[config.mk]
export PLATFORM = sky130hd
export DESIGN_NAME = shift_left_logical
export DESIGN_NICKNAME = d
export VERILOG_FILES = /design/src/rtl/alu_pkg.sv /design/src/rtl/shift_left_stage.sv /design/src/rtl/shift_left_logical.sv
export SDC_FILE = /design/constraint.sdc
export NUM_CORES = 1
export LEC_CHECK = 0
export BUFFER_PORTS_ARGS = -buffer_cell sky130_fd_sc_hd__buf_4
export CAP_MARGIN = 25
export CORE_AREA = 2 2 86 88
export CTS_CLUSTER_DIAMETER = 40
export DETAILED_ROUTE_END_ITERATION = 10
export DIE_AREA = 0 0 88 90
export PLACE_DENSITY = 0.77
export SLEW_MARGIN = 20
export SYNTH_ARGS = -nofsm -noshare
export SYNTH_HDL_FRONTEND = slang
export SYNTH_SLANG_ARGS = --single-unit
[constraint.sdc]
create_clock -name clk -period 2.3 [get_ports clk]
set_clock_uncertainty 0.05 [all_clocks]
set_input_delay 0.345 -clock clk [delete_from_list [all_inputs] [get_ports clk]]
set_output_delay 0.345 -clock clk [all_outputs]
set_load 0.02 [all_outputs]
[src/rtl/alu_pkg.sv]
`default_nettype none
// +----------------------------------------------------------------------------+
// | Module   : alu_pkg                                                         |
// | Purpose  : Shared datapath constants for the ALU shifter family. These     |
// |            values supply the default width of each shifter.                |
// | Contents : DATA_W  - default datapath width in bits                        |
// |            SHAMT_W - shift-amount width for DATA_W                         |
// | Revision : 1.0 - initial release                                           |
// +----------------------------------------------------------------------------+
package alu_pkg;

   localparam int DATA_W  = 32;
   localparam int SHAMT_W = $clog2(DATA_W);

endpackage : alu_pkg
`default_nettype wire

[src/rtl/shift_left_stage.sv]
`default_nettype none
// +----------------------------------------------------------------------------+
// | Module   : shift_left_stage                                                |
// | Purpose  : One level of the log2 left barrel. It shifts d left by 2^K,     |
// |            zero-filling the vacated LSBs, when sel is high. Otherwise it   |
// |            passes d through unchanged.                                     |
// | Ports    : d   [N-1:0] in  - stage operand                                 |
// |            sel         in  - shift enable (one bit of the shift amount)    |
// |            q   [N-1:0] out - stage result                                  |
// | Revision : 1.0 - initial release                                           |
// +----------------------------------------------------------------------------+
module shift_left_stage #(
   parameter int N = alu_pkg::DATA_W,
   parameter int K = 0
) (
   input  logic [N-1:0] d,
   input  logic         sel,
   output logic [N-1:0] q
);

   // K never exceeds log2(N)-1, so the shift is always strictly less than N
   // and the slice below is never empty.
   localparam int c_shift = 2 ** K;

   logic [N-1:0] w_shifted;

   assign w_shifted = {d[N-1-c_shift:0], {c_shift{1'b0}}};
   assign q         = sel ? w_shifted : d;

endmodule : shift_left_stage
`default_nettype wire

[src/rtl/shift_left_logical.sv]
`default_nettype none
// +----------------------------------------------------------------------------+
// | Module   : shift_left_logical                                              |
// | Purpose  : Logical left barrel shifter with two outputs:                   |
// |            - out, a combinational result                                   |
// |            - out_q/valid_q, a registered copy for pipelined consumers      |
// |            The shifter is built as log2(N) cascaded stages. Stage k        |
// |            shifts by 2^k under control of shamt[k].                        |
// | Ports    : clk              in  - rising-edge clock (registered path only) |
// |            rst_n            in  - asynchronous active-low reset            |
// |            in      [N-1:0]  in  - operand                                  |
// |            shamt   [S-1:0]  in  - unsigned shift amount, 0..N-1            |
// |            valid_in         in  - capture qualifier for out_q              |
// |            out     [N-1:0]  out - in << shamt, combinational               |
// |            out_q   [N-1:0]  out - registered result                        |
// |            valid_q          out - out_q was captured on the previous edge  |
// | Revision : 1.0 - initial release                                           |
// +----------------------------------------------------------------------------+
module shift_left_logical
   import alu_pkg::*;
#(
   parameter int N = DATA_W,
   parameter int S = $clog2(N)
) (
   input  logic         clk,
   input  logic         rst_n,
   input  logic [N-1:0] in,
   input  logic [S-1:0] shamt,
   input  logic         valid_in,
   output logic [N-1:0] out,
   output logic [N-1:0] out_q,
   output logic         valid_q
);

   // w_stage[0] is the raw operand. w_stage[k+1] is the output of stage k.
   logic [S:0][N-1:0] w_stage;
   logic [N-1:0]      r_out_q;
   logic              r_valid_q;

   assign w_stage[0] = in;

   generate
      for (genvar k = 0; k < S; k++) begin : g_stage
         shift_left_stage #(
            .N (N),
            .K (k)
         ) u_stage (
            .d   (w_stage[k]),
            .sel (shamt[k]),
            .q   (w_stage[k+1])
         );
      end
   endgenerate

   assign out = w_stage[S];

   // valid_q follows valid_in every cycle. out_q only loads on a valid
   // cycle, so it keeps the last captured result while idle.
   always_ff @(posedge clk or negedge rst_n) begin
      if (!rst_n) begin
         r_out_q   <= '0;
         r_valid_q <= 1'b0;
      end else begin
         r_valid_q <= valid_in;
         if (valid_in) begin
            r_out_q <= out;
         end
      end
   end

   assign out_q   = r_out_q;
   assign valid_q = r_valid_q;

endmodule : shift_left_logical
`default_nettype wire

==> metrics.md, run 1 <==
| Metric | Value |
|---|---|
| Dominant synthesized flop cell | dfrtp_1 |
| Seq/Total Area, Yosys | 24.2% |
| RSZ-0062 raised after global routing | true |
| Reg2Reg Depth | 1 |
| Max Transition Viols Final | 0 |
| Hold path depth | 1 |
| Max-cap violations | 0 |
| Number of flops mapped to enable cells by yosys | 0 |
| Actual slew at the worst max-slew pin | 0.716 ns |
| HP Class | in2reg |
| Routed Antenna Nets | 0 |
| Initial Util | 48.5% |
| Reg2Reg Setup Slack | 1.47 ns |
| # IOs | 105 |
| Synth area leader | dfrtp_1 |
| DIE WIDTH | 88 µm |
| Final WL | 14000 µm |
| Final worst slack | -0.0352 ns |
| Clock latency on the worst-skew pair | 0.29 ns |
| Number of global-route vias before repair | 4056 |
| DRC Markers | 0 |
| Drt pass-1 iters | 5 |
| Pwr per Cell Area | 468 nW/µm² |
| Post-Syn Area | 3410 µm² |
| Initial antenna violation count | 0 |
| Placed Area | 4750 µm² |
| Worst-path clk slew | 0.07 ns |
| Syn_nets | 404 |
| Crit Reg-Reg Endpoint | out_q[24] |
| Hold Fails Final Rpt | 0 |
| DR vias/cell | 6.41 |
| GR Overflow Total | 0 |
| Die height | 90 µm |
| Worst-path maximum fanout | 11 |
| Worst relative slew slack | 52.1% |
| Fin nets | 570 |
| Cell Count, Final, Fillers Out | 630 |
| Synthesized area per cell | 9.36 µm² |
| Die area | 7920 µm² |
| Largest cells by area after synthesis | dfrtp_1 (24%), mux2_2 (15%), mux4_2 (9.9%) |
| Min Clock Period, post-route | 2.34 ns |
| Synth cell count leaders | mux2_2 (44), nor2_1 (35), dfrtp_1 (33) |
| Status | finished with violations |
| CP Capture Type | primary output |
| Reg2reg start | out_q[24] |
| Mapped Cells | 364 |
| Fmax | 0.428 GHz |
| Synthesis-stage register bit count | 33 |
| Dpl hpwl | 10500 µm |
| Setup crit start kind | input pin |
| CTS H-Tree Depth | 2 |
| Post-Place Setup Slack | -0.202 ns |
| Synth warn | 0 |
| Hold EP | valid_q |
| Peak supply drop | 565 µV |
| Final Cycle Share | 102% |
| Clk root buf | clkbuf_8 |
| Count leader, synth | mux2_2 |
| Failing checks | setup timing |
| CTS tree | built |
| Yosys cell types | 52 |
| DR iter-0 viols | 422 |
| Largest net degree at the start of global routing | 42 |
| IO buf count | 104 |
| Critical path class | in2out |
| Num CTS Buffers | 5 |
| Crit path DAT | 1.94 ns |
| Placed Cells | 615 |
| Ant diodes | 0 |
| Asr flop ratio synth | 100% |
| Share of cells above drive strength 1 | 57.1% |
| WP data required | 1.90 ns |
| Design Area, Final | 5220 µm² |
| Hold Slack | 0.369 ns |
| Gpl congestion | 1.04 |
| Top cell type's share of synthesized area | 24.2% |
| DR vias | 4039 |
| Clock Tree Buf Depth | 2 |
| Synth-to-layout area growth | 53.4% |
| Leakage | 2.38 nW |
| FP Rows | 31 |
| HP Start | valid_in |
| DR WL/cell | 22.3 µm |
| First-pass GRT wire length | 21600 µm |
| Tot GR Track Use | 34.8% |
| Fin util | 74.4% |
| CTS sink cnt | 33 |
| # setup viols final | 2 |
| Core area | 7020 µm² |
-- per-layer routing --
metal,vias to the layer above,part of all wire (%),GRT usage (%)
met4,0,3.9,13.1
li1,1757,-,-
met2,284,50,58.3
met1,1939,38,42.5
met5,-,0,0
met3,59,8.6,8.36
-- where the power goes --
group	internal, W	switching [W]
combinational	0.000634	0.000699
clock	0.000210	0.000221
sequential	0.000647	0.0000359
total	0.00149	0.000956
-- worst max-delay path: stages --
cell and delay (ns):
buf_16 0.13, buf_12 0.15, mux2i_1 0.12, buf_4 0.14, mux4_2 0.56, a221oi_4 0.34, buf_6 0.16
-- registers in the layout, indices dropped and copies added (netlist names) --
| register | flops |
|---|---|
| out_q | 32 |
| valid_q | 1 |
-- timing repair --
action | 4_1_cts | 5_1_grt
hold endpoints to repair | 33 | 0
resized for setup | 26 | 36
hold buffers | 1 | 0
pin swaps | 6 | 8
setup endpoints to repair | 24 | 19
setup buffers | 4 | 1
cloned | 2 | 0
-- worst max path at each step --
| stage | from | endpoint | slack (ns) | depth (start not counted) |
|---|---|---|---|---|
| 2_1_floorplan | shamt[1] | out[30] | 0.008 | 6 |
| 3_3_place_gp | shamt[1] | out[31] | -0.21 | 9 |
| 3_5_place_dp | shamt[1] | out[30] | -0.20 | 6 |
| 4_1_cts | shamt[1] | out[17] | -0.009 | 7 |
| 5_1_grt | shamt[1] | out[17] | -0.05 | 7 |
| 6_report | shamt[1] | out[17] | -0.04 | 7 |
-- metrics by stage --
step | TNS (ns) | total power (W)
5_1_grt | -0.358 | 0.00254
6_report | -0.0624 | 0.00245
4_1_cts | -0.0131 | 0.00237
3_5_place_dp | -2.97 | 0.00188
2_1_floorplan | 0 | 0.00134
3_3_place_gp | -2.01 | 0.00186
-- cell families (layout without fill, tap and decap cells) --
family          Yosys count  count (layout)  synth area share [%]
flops                    33              33                  24.2
compound gates           99              99                  20.5
mux                      92              92                  35.1
simple gates            103             103                  14.1
buf+inv                  37             204                  5.99
-- cells in the final DEF (no fill, tap or decap), drive strengths merged, types with 7 or more instances in the layout --
cell    count
o22ai      31
dfrtp      33
nand2b      8
nor3        9
nand2      23
o21ai       7
nor2       35
mux4       15
mux2i      30
buf       187
mux2       47
a21oi      16
and2        7
-- area by class of cell --
class                      instances  area (µm²)
multi-input combinational        294        2620
fill                             511        1800
timing repair buffer             188        1530
sequential                        33         826
tap                               99         124
clock buffer                       6        72.6
inverter                           8        33.8
clock inverter                     2        10.0
Note: power is estimated with default switching activity, not from simulation.
==> run 2, diff against run 1 <==
--- a/config.mk
+++ b/config.mk
@@ -5,14 +5,15 @@
 export SDC_FILE = /design/constraint.sdc
 export NUM_CORES = 1
 export LEC_CHECK = 0
-export BUFFER_PORTS_ARGS = -buffer_cell sky130_fd_sc_hd__buf_4
 export CAP_MARGIN = 25
-export CORE_AREA = 2 2 86 88
+export CORE_AREA = 2 2 88 90
 export CTS_CLUSTER_DIAMETER = 40
 export DETAILED_ROUTE_END_ITERATION = 10
-export DIE_AREA = 0 0 88 90
-export PLACE_DENSITY = 0.77
+export DIE_AREA = 0 0 90 92
+export DONT_BUFFER_PORTS = 1
+export PLACE_DENSITY = 0.64
 export SLEW_MARGIN = 20
 export SYNTH_ARGS = -nofsm -noshare
 export SYNTH_HDL_FRONTEND = slang
+export SYNTH_HIERARCHICAL = 1
 export SYNTH_SLANG_ARGS = --single-unit
==> run 2 against run 1 <==
  * The flow now finishes without violations
  * Global-route usage down 20 points
  * Flip-flop and latch count unchanged
  * First-iteration DRC count down 86%
  * Clock power down 4%
  * Largest cell class unchanged
  * Largest power group is now sequential cells
  * Highest routed layer unchanged
==> metrics.md, run 2 <==
| Metric | Value |
|---|---|
| Total power | 0.00199 W (-18%) |
| Fin util | 48.9% (-26 points) |
| Commonest non-fill, non-tap cells in the layout | mux2_4 (140), dfrtp_1 (33), nor2b_1 (23) |
| CTS H-Tree Depth | 2 (unchanged) |
| Initial Util | 48.2% (-0.31 points) |
| DIE WIDTH | 90 µm (+2.3%) |
| Top cell type's share of synthesized area | 47.3% (+23 points) |
| Worst relative slew slack | 64.4% (+12 points) |
| Pwr per Cell Area | 548 nW/µm² (+17%) |
| Worst-path maximum fanout | 32 (+21) |
| DRC Markers | 0 (unchanged) |
| Dominant synthesized flop cell | dfrtp_1 |
| Post-Syn Area | 3590 µm² (+5.4%) |
| Max-cap violations | 0 (unchanged) |
| Mapped Cells | 247 (-32%) |
| # setup viols final | 0 (-2) |
| Num CTS Buffers | 5 (unchanged) |
| Met3 usage | 4.60% (-3.8 points) |
| Fin nets | 274 (-52%) |
| Seq/Total Area, Yosys | 23.0% (-1.2 points) |
| Leakage | 1.80 nW (-24%) |
| Synthesized area per cell | 14.5 µm² (+55%) |
| CTS tree | built |
| Setup crit start kind | input pin |
| Number of global-route vias before repair | 1869 (-54%) |
| Synth cell count leaders | mux2_4 (113), mux2_2 (48), dfrtp_1 (33) |
| Met2 Use GR | 23.6% (-35 points) |
| FP Rows | 32 (+3.2%) |
| CTS sink cnt | 33 (unchanged) |
| WP data required | 1.90 ns (about the same) |
| Post-Synth Simple-Gate Area | 5.40% (-8.7 points) |
| Clock Tree Buf Depth | 2 (unchanged) |
| Routed Antenna Nets | 0 (unchanged) |
| Synth area leader | mux2_4 |
| Max FFs per register | 32 (unchanged) |
| RSZ-0062 raised after global routing | false |
| Worst-path clk slew | 0.06 ns (about the same) |
| Syn_nets | 287 (-29%) |
| Dpl hpwl | 5210 µm (-50%) |
| Min Clock Period, post-route | 2.21 ns (-0.120 ns) |
| Post-Synth XOR/XNOR Area | 0% (unchanged) |
| Die height | 92 µm (+2.2%) |
| Multiplexer area fraction after synthesis | 62.3% (+27 points) |
| DR vias/cell | 5.29 (-17%) |
| Largest cells by area after synthesis | mux2_4 (47%), dfrtp_1 (23%), mux2_2 (15%) |
| Synth-to-layout area growth | 1.36% |
| Clock latency on the worst-skew pair | 0.28 ns (about the same) |
| Drt pass-1 iters | 4 (-1) |
| Max Transition Viols Final | 0 (unchanged) |
| Share of cells above drive strength 1 | 75.3% (+18 points) |
| Post-synthesis adder-cell area fraction | 0% (unchanged) |
| Die area | 8280 µm² (+4.5%) |
| Yosys cell types | 8 (-85%) |
| Largest net degree at the start of global routing | 34 (-19%) |
| First-pass GRT wire length | 10100 µm (-53%) |
| DR vias | 1784 (-56%) |
| Clk root buf | clkbuf_8 |
| CP Capture Type | primary output |
| Cell Count, Final, Fillers Out | 337 (-47%) |
| Grt peak-use layer | met2 |
| Commonest non-fill, non-tap cell in the layout | mux2_4 |
| Design Area, Final | 3640 µm² (-30%) |
| # IOs | 105 (unchanged) |
| Final WL | 6420 µm (-54%) |
| Met1 Use GR | 19.6% (-23 points) |
| Ant diodes | 0 (unchanged) |
| Count leader, synth | mux2_4 |
| Critical path class | in2out |
| Core area | 7450 µm² (+6.1%) |
| Hold Fails Final Rpt | 0 (unchanged) |
| Final setup TNS | 0 ns (+0.0624 ns) |
| Asr flop ratio synth | 100% (unchanged) |
| Compound-Gate Fraction of Synth Area | 0% (-21 points) |
| Crit path DAT | 1.82 ns (-0.12 ns) |
| GR Overflow Total | 0 (unchanged) |
| Postcts setup bufs | 0 (-4) |
| Placed Cells | 327 (-47%) |
| Synth warn | 6 (+6) |
| Final Cycle Share | 96.3% (-5.2 points) |
| Gpl congestion | 0.795 (-24%) |
| DR WL/cell | 19.1 µm (-14%) |
| Synthesis-stage register bit count | 33 (unchanged) |
| Peak supply drop | 219 µV (-61%) |
| Initial antenna violation count | 0 (unchanged) |
| Fmax | 0.452 GHz (+5.4%) |
| Tot GR Track Use | 15.0% (-20 points) |
| Placed Area | 3530 µm² (-26%) |
| DR iter-0 viols | 60 (-86%) |
| Number of flops mapped to enable cells by yosys | 0 (unchanged) |
| IO buf count | 0 (-100%) |
| Actual slew at the worst max-slew pin | 0.533 ns (-0.183 ns) |
| Status | complete, no violations |
| HP Class | in2reg |
| Largest family of logic cells by synthesized area | multiplexers |
[run 2: changes by cell type after synthesis, sizes merged, moves of 8 or more]
| cell | before | now |
|---|---|---|
| nor3 | 9 | 0 |
| a21oi | 16 | 0 |
| mux2 | 47 | 161 |
| nor2 | 35 | 0 |
| mux2i | 30 | 0 |
| clkbuf | 10 | 0 |
| nand2b | 8 | 0 |
| nor2b | 5 | 31 |
| nand2 | 23 | 0 |
| o22ai | 31 | 0 |
| mux4 | 15 | 0 |
[run 2: logic make-up after synthesis]
logic type | Yosys count
flops | 33
simple gates | 31
buf+inv | 22
mux | 161
[run 2: final timing paths]
| kind | to | from | slack (ns) | cells after the start |
|---|---|---|---|---|
| max | out[31] | shamt[0] | 0.09 | 5 |
| min | valid_q | valid_in | 0.04 | 0 |
| max reg2reg | out_q[31] | out_q[31] | 1.38 | 1 |
| min reg2reg | out_q[21] | out_q[21] | 0.62 | 1 |
| max in group asynchronous | out_q[6] | rst_n | 1.57 | 2 |
| min in group asynchronous | out_q[29] | rst_n | 0.46 | 2 |
[run 2: cell type report]
cell class | instances | area [µm²]
fillers | 675 | 3810
repair buffers | 2 | 30.0
clock inverters | 2 | 10.0
clock buffers | 6 | 72.6
well taps | 102 | 128
flip-flops and latches | 33 | 826
multi-input cells | 192 | 2570
[run 2: critical path, stage by stage]
cell	delay, ns
mux2_2	0.33
mux2_2	0.27
mux2_2	0.27
mux2_4	0.28
mux2_4	0.32
[run 2: layer usage]
layer	wire length (µm)	up-vias
met5	0	-
met4	91	0
met3	514	7
met2	2870	75
met1	2950	843
li1	-	859
[run 2: repair_timing]
action / CTS / global route
resized for setup: 0 / 0
hold buffers: 2 / 0
setup endpoints to repair: 0 / 0
endpoints found under the hold margin: 33 / 0
[run 2: per-stage QoR]
step / setup slack, ns / hold slack, ns
after CTS: 0.0747 / 0.0331
final: 0.0853 / 0.0447
after global placement: 0.0330 / 0.0000865
after floorplan: -0.121 / -0.000591
after detailed placement: 0.0328 / 0.000153
after global routing: 0.0549 / 0.0288
[run 2: where the power goes]
part           internal (W)  switching [W]
sequential         0.000658       0.000154
combinational      0.000498       0.000268
clock              0.000210       0.000206
